### src/rtl/mem_port_arbiter_pkg.sv
// Shared RAM-port command encodings and arbiter state type.
// Latency: none (declarations only).
// Backpressure: none.
package mem_pkg;

    localparam logic [1:0] MREAD  = 2'b00;
    localparam logic [1:0] MNONE  = 2'b01;
    localparam logic [1:0] MWRITE = 2'b10;

    typedef enum logic [1:0] {
        ST_IDLE   = 2'd0,
        ST_ACCESS = 2'd1,
        ST_WAIT   = 2'd2,
        ST_DONE   = 2'd3
    } arb_state_e;

    // The reserved encoding 11 behaves exactly like MNONE.
    function automatic logic [1:0] norm_cmd(input logic [1:0] c);
        return ((c == MREAD) || (c == MWRITE)) ? c : MNONE;
    endfunction

endpackage

### src/rtl/mem_port_arbiter_if.sv
// Bundles both requester handshakes and the RAM port of the arbiter.
// Latency: none (wiring only).
// Backpressure: req is held until done; no other flow control.
interface mem_port_arbiter_if #(
    parameter int AW = 9,
    parameter int DW = 16
) ();
    logic          req0, req1;
    logic [1:0]    cmd0, cmd1;
    logic [AW-1:0] addr0, addr1;
    logic [DW-1:0] wdata0, wdata1;
    logic          done0, done1;
    logic [DW-1:0] rdata0, rdata1;
    logic [1:0]    mem_cmd;
    logic [AW-1:0] mem_addr;
    logic [DW-1:0] mem_wdata;
    logic [DW-1:0] mem_rdata;
    logic [1:0]    gnt;
    logic          busy;

    // Arbiter side.
    modport slave (
        input  req0, req1, cmd0, cmd1, addr0, addr1, wdata0, wdata1, mem_rdata,
        output done0, done1, rdata0, rdata1, mem_cmd, mem_addr, mem_wdata, gnt, busy
    );

    // Requesters plus RAM side.
    modport master (
        output req0, req1, cmd0, cmd1, addr0, addr1, wdata0, wdata1, mem_rdata,
        input  done0, done1, rdata0, rdata1, mem_cmd, mem_addr, mem_wdata, gnt, busy
    );
endinterface

### src/rtl/mem_port_arbiter_arb.sv
// Two-way request picker, round-robin or fixed priority to requester 0.
// Latency: combinational winner; pointer moves on the edge where advance is high.
// Backpressure: losers simply keep requesting; nothing is dropped.
module arb_rr2 (
    input  logic       clk,
    input  logic       reset,
    input  logic       req0,
    input  logic       req1,
    input  logic       advance,
    input  logic       fixed,
    output logic [1:0] winner
);
    // ptr_q = 0 means requester 0 is preferred on a tie.
    logic ptr_q, ptr_d;

    // Pick the winner; on a tie the pointer decides unless fixed priority.
    always_comb begin
        winner = 2'b00;
        if (req0 && req1) begin
            winner = (fixed || !ptr_q) ? 2'b01 : 2'b10;
        end else if (req0) begin
            winner = 2'b01;
        end else if (req1) begin
            winner = 2'b10;
        end
    end

    // After any grant, prefer the requester that did not just win.
    always_comb begin
        ptr_d = ptr_q;
        if (advance && (winner != 2'b00)) begin
            ptr_d = winner[0];
        end
    end

    // Pointer register.
    always_ff @(posedge clk) begin
        if (reset) begin
            ptr_q <= 1'b0;
        end else begin
            ptr_q <= ptr_d;
        end
    end
endmodule

### src/rtl/mem_port_arbiter.sv
// Shares one synchronous RAM port between two req/done requesters.
// Latency: write/none done 2 cycles after grant edge, read done 2+READ_LAT.
// Backpressure: loser waits with req held; inputs ignored outside IDLE.
module mem_port_arbiter
    import mem_pkg::*;
#(
    parameter int AW        = 9,
    parameter int DW        = 16,
    parameter int READ_LAT  = 1,
    parameter int FIXED_PRI = 0
) (
    input  logic                 clk,
    input  logic                 reset,
    mem_port_arbiter_if.slave    bus
);
    localparam int             CW       = $clog2(READ_LAT + 1);
    localparam logic [CW-1:0]  LAT_LOAD = CW'(READ_LAT - 1);

    arb_state_e    state_q, state_d;
    logic [CW-1:0] cnt_q, cnt_d;
    logic [1:0]    mem_cmd_q, mem_cmd_d;
    logic [AW-1:0] mem_addr_q, mem_addr_d;
    logic [DW-1:0] mem_wdata_q, mem_wdata_d;
    logic [1:0]    gnt_q, gnt_d;
    logic          busy_q, busy_d;
    logic          done0_q, done0_d;
    logic          done1_q, done1_d;
    logic [DW-1:0] rdata0_q, rdata0_d;
    logic [DW-1:0] rdata1_q, rdata1_d;

    logic [1:0]    winner;
    logic          advance;

    assign advance = (state_q == ST_IDLE) && (bus.req0 || bus.req1);

    arb_rr2 u_arb (
        .clk     (clk),
        .reset   (reset),
        .req0    (bus.req0),
        .req1    (bus.req1),
        .advance (advance),
        .fixed   (FIXED_PRI != 0),
        .winner  (winner)
    );

    // Next-state and next-output computation for the access sequencer.
    always_comb begin
        state_d     = state_q;
        cnt_d       = cnt_q;
        mem_cmd_d   = mem_cmd_q;
        mem_addr_d  = mem_addr_q;
        mem_wdata_d = mem_wdata_q;
        gnt_d       = gnt_q;
        busy_d      = busy_q;
        done0_d     = 1'b0;
        done1_d     = 1'b0;
        rdata0_d    = rdata0_q;
        rdata1_d    = rdata1_q;
        case (state_q)
            ST_IDLE: begin
                if (advance) begin
                    gnt_d  = winner;
                    busy_d = 1'b1;
                    if (winner[1]) begin
                        mem_cmd_d   = norm_cmd(bus.cmd1);
                        mem_addr_d  = bus.addr1;
                        mem_wdata_d = bus.wdata1;
                    end else begin
                        mem_cmd_d   = norm_cmd(bus.cmd0);
                        mem_addr_d  = bus.addr0;
                        mem_wdata_d = bus.wdata0;
                    end
                    state_d = ST_ACCESS;
                end
            end
            ST_ACCESS: begin
                if (mem_cmd_q == MREAD) begin
                    cnt_d   = LAT_LOAD;
                    state_d = ST_WAIT;
                end else begin
                    // Write is sampled by the RAM on this edge; MNONE never touched it.
                    mem_cmd_d = MNONE;
                    done0_d   = gnt_q[0];
                    done1_d   = gnt_q[1];
                    state_d   = ST_DONE;
                end
            end
            ST_WAIT: begin
                if (cnt_q == '0) begin
                    if (gnt_q[0]) rdata0_d = bus.mem_rdata;
                    if (gnt_q[1]) rdata1_d = bus.mem_rdata;
                    mem_cmd_d = MNONE;
                    done0_d   = gnt_q[0];
                    done1_d   = gnt_q[1];
                    state_d   = ST_DONE;
                end else begin
                    cnt_d = cnt_q - 1'b1;
                end
            end
            ST_DONE: begin
                gnt_d   = 2'b00;
                busy_d  = 1'b0;
                state_d = ST_IDLE;
            end
            default: begin
                state_d = ST_IDLE;
            end
        endcase
    end

    // State and output registers with synchronous reset.
    always_ff @(posedge clk) begin
        if (reset) begin
            state_q     <= ST_IDLE;
            cnt_q       <= '0;
            mem_cmd_q   <= MNONE;
            mem_addr_q  <= '0;
            mem_wdata_q <= '0;
            gnt_q       <= 2'b00;
            busy_q      <= 1'b0;
            done0_q     <= 1'b0;
            done1_q     <= 1'b0;
            rdata0_q    <= '0;
            rdata1_q    <= '0;
        end else begin
            state_q     <= state_d;
            cnt_q       <= cnt_d;
            mem_cmd_q   <= mem_cmd_d;
            mem_addr_q  <= mem_addr_d;
            mem_wdata_q <= mem_wdata_d;
            gnt_q       <= gnt_d;
            busy_q      <= busy_d;
            done0_q     <= done0_d;
            done1_q     <= done1_d;
            rdata0_q    <= rdata0_d;
            rdata1_q    <= rdata1_d;
        end
    end

    assign bus.mem_cmd   = mem_cmd_q;
    assign bus.mem_addr  = mem_addr_q;
    assign bus.mem_wdata = mem_wdata_q;
    assign bus.gnt       = gnt_q;
    assign bus.busy      = busy_q;
    assign bus.done0     = done0_q;
    assign bus.done1     = done1_q;
    assign bus.rdata0    = rdata0_q;
    assign bus.rdata1    = rdata1_q;
endmodule
### src/flat_wrapper.sv
// flat-port wrapper written by rule: the top's interface ports become plain ports
module mem_port_arbiter_flat import mem_pkg::*;
#(
    parameter int AW        = 9,
    parameter int DW        = 16,
    parameter int READ_LAT  = 1,
    parameter int FIXED_PRI = 0
)
  (clk, reset, bus_req0, bus_req1, bus_cmd0, bus_cmd1, bus_addr0, bus_addr1, bus_wdata0, bus_wdata1, bus_mem_rdata, bus_done0, bus_done1, bus_rdata0, bus_rdata1, bus_mem_cmd, bus_mem_addr, bus_mem_wdata, bus_gnt, bus_busy);
  mem_port_arbiter_if #(.AW(AW), .DW(DW)) bus_i ();
  input  logic clk;
  input  logic reset;
  input wire logic [$bits(bus_i.req0)-1:0] bus_req0;
  input wire logic [$bits(bus_i.req1)-1:0] bus_req1;
  input wire logic [$bits(bus_i.cmd0)-1:0] bus_cmd0;
  input wire logic [$bits(bus_i.cmd1)-1:0] bus_cmd1;
  input wire logic [$bits(bus_i.addr0)-1:0] bus_addr0;
  input wire logic [$bits(bus_i.addr1)-1:0] bus_addr1;
  input wire logic [$bits(bus_i.wdata0)-1:0] bus_wdata0;
  input wire logic [$bits(bus_i.wdata1)-1:0] bus_wdata1;
  input wire logic [$bits(bus_i.mem_rdata)-1:0] bus_mem_rdata;
  output wire logic [$bits(bus_i.done0)-1:0] bus_done0;
  output wire logic [$bits(bus_i.done1)-1:0] bus_done1;
  output wire logic [$bits(bus_i.rdata0)-1:0] bus_rdata0;
  output wire logic [$bits(bus_i.rdata1)-1:0] bus_rdata1;
  output wire logic [$bits(bus_i.mem_cmd)-1:0] bus_mem_cmd;
  output wire logic [$bits(bus_i.mem_addr)-1:0] bus_mem_addr;
  output wire logic [$bits(bus_i.mem_wdata)-1:0] bus_mem_wdata;
  output wire logic [$bits(bus_i.gnt)-1:0] bus_gnt;
  output wire logic [$bits(bus_i.busy)-1:0] bus_busy;
  assign bus_i.req0 = bus_req0;
  assign bus_i.req1 = bus_req1;
  assign bus_i.cmd0 = bus_cmd0;
  assign bus_i.cmd1 = bus_cmd1;
  assign bus_i.addr0 = bus_addr0;
  assign bus_i.addr1 = bus_addr1;
  assign bus_i.wdata0 = bus_wdata0;
  assign bus_i.wdata1 = bus_wdata1;
  assign bus_i.mem_rdata = bus_mem_rdata;
  assign bus_done0 = bus_i.done0;
  assign bus_done1 = bus_i.done1;
  assign bus_rdata0 = bus_i.rdata0;
  assign bus_rdata1 = bus_i.rdata1;
  assign bus_mem_cmd = bus_i.mem_cmd;
  assign bus_mem_addr = bus_i.mem_addr;
  assign bus_mem_wdata = bus_i.mem_wdata;
  assign bus_gnt = bus_i.gnt;
  assign bus_busy = bus_i.busy;
  mem_port_arbiter #(.AW(AW), .DW(DW), .READ_LAT(READ_LAT), .FIXED_PRI(FIXED_PRI)) u_core (.clk(clk), .reset(reset), .bus(bus_i));
endmodule
### config.mk
export PLATFORM = sky130hd
export DESIGN_NAME = mem_port_arbiter_flat
export DESIGN_NICKNAME = d
export VERILOG_FILES = /design/src/rtl/mem_port_arbiter_pkg.sv /design/src/rtl/mem_port_arbiter_if.sv /design/src/rtl/mem_port_arbiter_arb.sv /design/src/rtl/mem_port_arbiter.sv /design/src/flat_wrapper.sv
export SDC_FILE = /design/constraint.sdc
export NUM_CORES = 1
export LEC_CHECK = 0
export CAP_MARGIN = 20
export CORE_AREA = 2 2 92 94
export CTS_CLUSTER_SIZE = 10
export DETAILED_ROUTE_END_ITERATION = 8
export DIE_AREA = 0 0 94 96
export GPL_TIMING_DRIVEN = 0
export PLACE_DENSITY = 0.75
export SLEW_MARGIN = 0
export SYNTH_ARGS = -nofsm -noshare
export SYNTH_HDL_FRONTEND = slang
export SYNTH_HIERARCHICAL = 1
export SYNTH_SLANG_ARGS = --single-unit
### constraint.sdc
create_clock -name clk -period 1.48 [get_ports clk]
set_input_delay 0.296 -clock clk [delete_from_list [all_inputs] [get_ports clk]]
set_output_delay 0.296 -clock clk [all_outputs]
set_load 0.05 [all_outputs]
==> run metrics, run 1 <==
final worst slack between 0.04 and 0.05 ns; CP startpoint kind flip-flop; worst path bufs/invs 3; Non-Filler Instances 583; post-route cell area ~0.0049 mm²; Clock Sinks between 60 and 70; status completed; most common cell after layout, fill and taps aside clkdlybuf4s50_1; RSZ-0062 raised after global routing yes; critical path cell sequence inv_1 > ha_2 > o21a_1 > buf_6 > buf_8 > a21bo_1 > o22ai_1; worst vdd ir about 0.00093 V; initial antenna violation count 0; Synth cell types 32; Hold Vio Cnt, Final 0; post-synthesis adder-cell area fraction under 10%; HPWL after DPL 6293 µm; GRT met2 Usage 35.36%; share of layout cells above drive strength 1 ~31%; Max Clock Freq between 600 and 700 MHz; setup_tns 0 ns; Design Power 0.007558 W; CP Data Arrival Time between 1.5 and 2 ns; H-tree levels 3; routed via count approximately 2,800; met3 usage between 6 and 7%; initial core utilization approximately 36%; Remaining Overflow, GRT 0; drc violations 0; largest net degree at the start of global routing 17; I/O Buffers ~140; Worst path slowest cell dfxtp_2; Crit Path Class reg2reg; largest family of logic cells by synthesized area compound AO/OA/AOI/OAI gates; fin crit share 97.02%; CTS Buf Count 9; synth-to-layout area growth 69.24%; MaxCap Viol Count 0; minimum clock period 1.436 ns; clk buf depth 2; Post-Synthesis Cells between 300 and 400; P_leak roughly 1.8 nW; simple-gate portion of the synthesized area between 10 and 15%; vias in the first global route around 2,900; first-pass GRT wire length about 14,000 µm; mux cell area share after synthesis about a tenth; final net count about 550; synth warn 6; XOR/XNOR Fraction of Synth Area 0%; Antenna diodes 0; core area roughly 0.0081 mm²; met1 usage roughly 22%; post-detailed-routing wire length roughly 8600 µm; DIE WIDTH ~94 µm; Yosys reg bits between 60 and 70; Max Transition Viols Final 0; commonest cells after routing, fill and taps aside clkdlybuf4s50_1 (71), nand2_1 (66), dfxtp_1 (64); drt wl/cell roughly 15 µm; dpl ws -0.5512 ns; power per cell area 1538 mW/mm²; Antenna Violating Nets Remaining 0; GRT Resource Usage Total just under 20%; clk_skew around 0.0044 ns; # setup viols final 0; syn_area_per_cell 9.219 µm²; Synth Cell Area around 0.0029 mm²; Post-CTS Hold Fix Bufs 0; dpl cells 558; CTS tree yes; Hold Path Class reg2reg; die area about 0.0090 mm²; worst skew pair latency roughly 0.33 ns; GRT Max-Usage Layer met2; Crit path max-delay family compound AO/OA/AOI/OAI gates; clock slew at reported path FFs 0.07 ns; Rel. slew slack 63.50%; worst slew pin tran 0.5476 ns; Synth Area in Compound Gates between 20% and 30%; Data required, critical path about 1.7 ns; crit-path max cell delay around 0.34 ns; clk root buf clkbuf_8; post-place instance area about 0.0044 mm²; I/O pins 138; peak fanout along the critical path 11; critical path capture point type flip-flop; first-pass iteration count of the detailed router 4; FP Rows 33; DR vias/cell about 4.8; Die Span Y about 96 µm; sequential area share after synthesis 46.19%; DRT iter0 DRCs 78; GPL Wtd Cong between 0.7 and 0.8
final cells by class:
class / instances / area (µm²)
plain buffers: 21 / 178.9
repair buffers: 146 / 1518
multi-input cells: 221 / 1521
clock inverters: 5 / 52.55
fillers: 706 / 3137
flip-flops and latches: 67 / 1345
well taps: 105 / 131.4
clock buffers: 11 / 141.4
inverters: 7 / 26.28
worst paths after layout:
path | to | from | slack, ns | depth (start not counted)
setup / recovery | u_core/u_arb/ptr_q$_SDFFE_PP0P_ | u_core/state_q[1]$_SDFFE_PP0P_ | 0.04 | 7
hold / removal | u_core/bus.rdata1[7]$_SDFFE_PP0P_ | u_core/bus.rdata1[7]$_SDFFE_PP0P_ | 0.46 | 2
setup reg to reg | u_core/u_arb/ptr_q$_SDFFE_PP0P_ | u_core/state_q[1]$_SDFFE_PP0P_ | 0.04 | 7
hold reg to reg | u_core/bus.rdata1[7]$_SDFFE_PP0P_ | u_core/bus.rdata1[7]$_SDFFE_PP0P_ | 0.46 | 2
cell families (layout without fill, tap and decap cells):
logic type	count (synthesis)	in the layout
flip-flops	67	67
adder cells (fa/ha/maj)	5	5
other	1	2
AO/OA/AOI/OAI	80	80
AND/OR/NAND/NOR	106	107
multiplexers	27	27
buffers and inverters	29	190
synthesized netlist by cell type (all sizes together):
cell type  number  area, µm²
dfxtp          67       1341
nand2          66      247.7
a21oi          37      185.2
nor2           31      116.4
mux2i          27      270.3
a211oi         26      305.3
buf            13      106.3
clkbuf          9      36.29
inv             7      26.28
ha              5      62.56
o21ai           4      20.02
o211ai          3      22.52
o21a            3      22.52
and2            2      12.51
nand2b          2      12.51
nand3b          2      15.01
nor2b           2      12.51
o41ai           2      25.03
a211o           1      8.760
a21bo           1      10.01
a32oi           1      8.760
conb            1      3.750
nor3b           1      18.77
o21bai          1      7.510
o22ai           1      6.260
state kept, by name, summed over array words and instances, names as in the netlist:
name / count
u_core/bus.busy: 1
u_core/bus.mem_wdata: 16
u_core/bus.done1: 1
u_core/u_arb/ptr_q: 1
u_core/bus.done0: 1
u_core/bus.rdata1: 16
u_core/bus.mem_cmd: 2
u_core/bus.mem_addr: 9
u_core/bus.gnt: 2
u_core/state_q: 2
u_core/bus.rdata0: 16
stage by stage:
step | utilization [%] | hold WS (ns)
after global routing | 61.04 | 0.4744
after detailed placement | 54.78 | 0.4479
after global placement | 54.78 | 0.4422
after CTS | 59.61 | 0.4309
final | 61.04 | 0.4554
after floorplan | - | 0.4097
routing by layer:
| layer | up-vias | routed length [µm] |
|---|---|---|
| met3 | 12 | 478 |
| met1 | 1339 | 3536 |
| met4 | 0 | 147 |
| li1 | 1393 | - |
| met2 | 73 | 4441 |
| met5 | - | 0 |
worst min-delay path: cells and delay by family (launching register included):
family          cells  cell delay [ns]
simple gates        1             0.05
flops               1             0.31
compound gates      1             0.05
power by group:
group	switching, W	internal, W	leakage [nW]	total (W)
clock	0.000686	0.000816	0.0991	0.00150
combinational	0.00228	0.00143	1.12	0.00372
sequential	0.000189	0.00215	0.549	0.00234
repair_timing:
action                                  4_1_cts  5_1_grt
endpoints found under the setup margin      107       60
endpoints found under the hold margin         0        0
cloned                                        0        2
resized for setup                           213       29
pin swaps                                     1        4
setup buffers                                 6        2
Power figures use the tool's default switching activity.
==> inputs of run 2 (changes only) <==
--- a/config.mk
+++ b/config.mk
@@ -6,14 +6,13 @@
 export NUM_CORES = 1
 export LEC_CHECK = 0
 export CAP_MARGIN = 20
-export CORE_AREA = 2 2 92 94
+export CORE_AREA = 2 2 69 119
 export CTS_CLUSTER_SIZE = 10
 export DETAILED_ROUTE_END_ITERATION = 8
-export DIE_AREA = 0 0 94 96
+export DIE_AREA = 0 0 71 121
 export GPL_TIMING_DRIVEN = 0
 export PLACE_DENSITY = 0.75
 export SLEW_MARGIN = 0
 export SYNTH_ARGS = -nofsm -noshare
 export SYNTH_HDL_FRONTEND = slang
-export SYNTH_HIERARCHICAL = 1
 export SYNTH_SLANG_ARGS = --single-unit
==> run metrics, run 2 <==
failing checks negative setup slack; clock slew at reported path FFs around 0.05 ns; Comb pwr share roughly 44%; I/O Buffers 136; worst vdd ir between 0.001 and 0.0015 V; P_leak approximately 1.8 nW; Hold Vio Cnt, Final 0; DIE WIDTH between 70 and 80 µm; R2R setup slack -0.08 ns; worst skew pair latency 0.32 ns; HPWL after DPL just over 6000 µm; total of fill cells in the finished design about 730; vias in the first global route just under 3,000; Yosys reg bits 67; most common cell after layout, fill and taps aside nand2_1; CP startpoint kind flip-flop; syn_nets 422; DRT iter0 DRCs around 130; fin crit share 105.1%; Synth async-reset ratio 0%; CTS tree yes; Switching Power between 0.003 and 0.004 W; Crit Path Class reg2reg; synth-to-layout area growth 66.12%; sw frac 40.88%; CTS Buf Count 9; status finished with violations; Rel. slew slack a little over three fifths; routed via count between 2,000 and 3,000; I/O pins ~140; Die Span Y 121 µm; top-count cell post-synth nand2_1; Max Transition Viols Final 0; GRT Resource Usage Total between 10% and 20%; number of synthesized flops with an enable pin 0; FP Rows 42; top_reg_cell synth dfxtp_1; Hold Path Class reg2reg; post-synth top area cell dfxtp_1; MaxCap Viol Count 0; die area about 0.0086 mm²; sequential area share after synthesis 50.31%; clk_skew 0.003325 ns; GPL Wtd Cong slightly below 0.8; clk buf depth 2; drt wl/cell ~14 µm; Fin Hold WS 0.4516 ns; commonest cells after routing, fill and taps aside nand2_1 (118), clkdlybuf4s50_1 (70), dfxtp_1 (63); H-tree levels 3; Max Clock Freq 642.7 MHz; post-route cell area approximately 0.0044 mm²; Synth cell types 28; initial antenna violation count 0; first-pass iteration count of the detailed router 5; syn_area_per_cell about 7.8 µm²; Synth Cell Area ~0.0027 mm²; Antenna Violating Nets Remaining 0; critical path capture point type flip-flop; Clock Sinks 67; initial core utilization 34.99%; minimum clock period between 1.5 and 2 ns; final net count 574; post-detailed-routing wire length 8167 µm; power per cell area ~1800 mW/mm²; CP Data Arrival Time approximately 1.8 ns; post-synth top area share slightly above 50%; clock network power share about 26%; clk root buf clkbuf_16; worst slew pin tran ~0.55 ns; peak fanout along the critical path 3; # setup viols final 2; post-place instance area approximately 0.0042 mm²; drc violations 0; Post-Synthesis Cells between 300 and 400; share of power burned in registers ~30%; final worst slack -0.07584 ns; Commonest cells post-synth nand2_1 (120), dfxtp_1 (67), a21oi_1 (36); core area ~0.0076 mm²; Data required, critical path 1.69 ns; Antenna diodes 0; share of layout cells above drive strength 1 21.08%; ranking of synthesized cells by area dfxtp_1 (50%), nand2_1 (17%), a21oi_1 (6.8%); synth warn 0; Internal 0.004835 W; Post-CTS Hold Fix Bufs 0; largest net degree at the start of global routing 11; first-pass GRT wire length 13,450 µm; DR vias/cell ~5.0; Remaining Overflow, GRT 0; RSZ-0062 raised after global routing yes
[run 2: timing repair]
item	CTS	global route
setup endpoints to repair	114	101
pin swaps	6	2
resized for setup	156	72
buffers inserted	8	0
[run 2: logic make-up after synthesis]
group | after synthesis | share of synthesized area [%]
adder cells (fa/ha/maj) | 6 | 2.816
AND/OR/NAND/NOR | 139 | 20.98
flip-flops | 67 | 50.31
buffers and inverters | 28 | 4.036
AO/OA/AOI/OAI | 100 | 21.12
multiplexers | 2 | 0.7509
[run 2: final timing paths]
path,start,end,cells past startpoint
max reg2reg,u_core.state_q[0]$_SDFFE_PP0P_,u_core.bus.mem_cmd[1]$_SDFFE_PP0P_,6
min,u_core.bus.rdata0[5]$_SDFFE_PP0P_,u_core.bus.rdata0[5]$_SDFFE_PP0P_,2
max,u_core.state_q[0]$_SDFFE_PP0P_,u_core.bus.mem_cmd[1]$_SDFFE_PP0P_,6
min reg2reg,u_core.bus.rdata0[5]$_SDFFE_PP0P_,u_core.bus.rdata0[5]$_SDFFE_PP0P_,2
[run 2: power groups by stage]
stage	combinational [W]	clock [W]	sequential (W)
4_1_cts	0.00361	0.00214	0.00247
2_1_floorplan	0.00106	0	0.00370
3_3_place_gp	0.00349	0	0.00247
6_report	0.00361	0.00210	0.00247
3_5_place_dp	0.00354	0	0.00248
5_1_grt	0.00386	0.00222	0.00252
[run 2: per-layer routing]
metal / GRT usage [%] / part of all wire [%]
met1: 19.26 / 36
met2: 36.97 / 54
met3: 6.728 / 8.0
met4: 8.608 / 2.5
met5: 0 / 0
[run 2: stage by stage]
step,setup TNS [ns],total power [W],instances,util (%),setup WS [ns]
CTS,-0.1937,0.008214,586,60.11,-0.1092
finish,-0.08399,0.008178,586,58.13,-0.07584
floorplan,-0.1697,0.004758,342,-,-0.1376
detailed placement,-24.20,0.006024,566,54.56,-0.6291
global placement,-22.32,0.005963,566,54.56,-0.6046
global route,-0.1974,0.008599,586,58.13,-0.1090
[run 2: cell type report]
cell class	instances	area [µm²]	share of cell area [%]
multi-input combinational	247	1289	29.10
sequential	67	1351	30.51
inverter	4	20.02	0.4520
tap	88	110.1	2.486
clock inverter	2	35.03	0.7910
buffer	21	135.1	3.051
clock buffer	13	260.3	5.876
timing repair buffer	144	1229	27.74
[run 2: worst max-delay path, cell delays in order, from the launching register on]
cell and delay, ns:
dfxtp_4 0.35, inv_4 0.07, ha_4 0.13, or3b_4 0.39
a21boi_4 0.15, and3_4 0.15, a32o_1 0.19
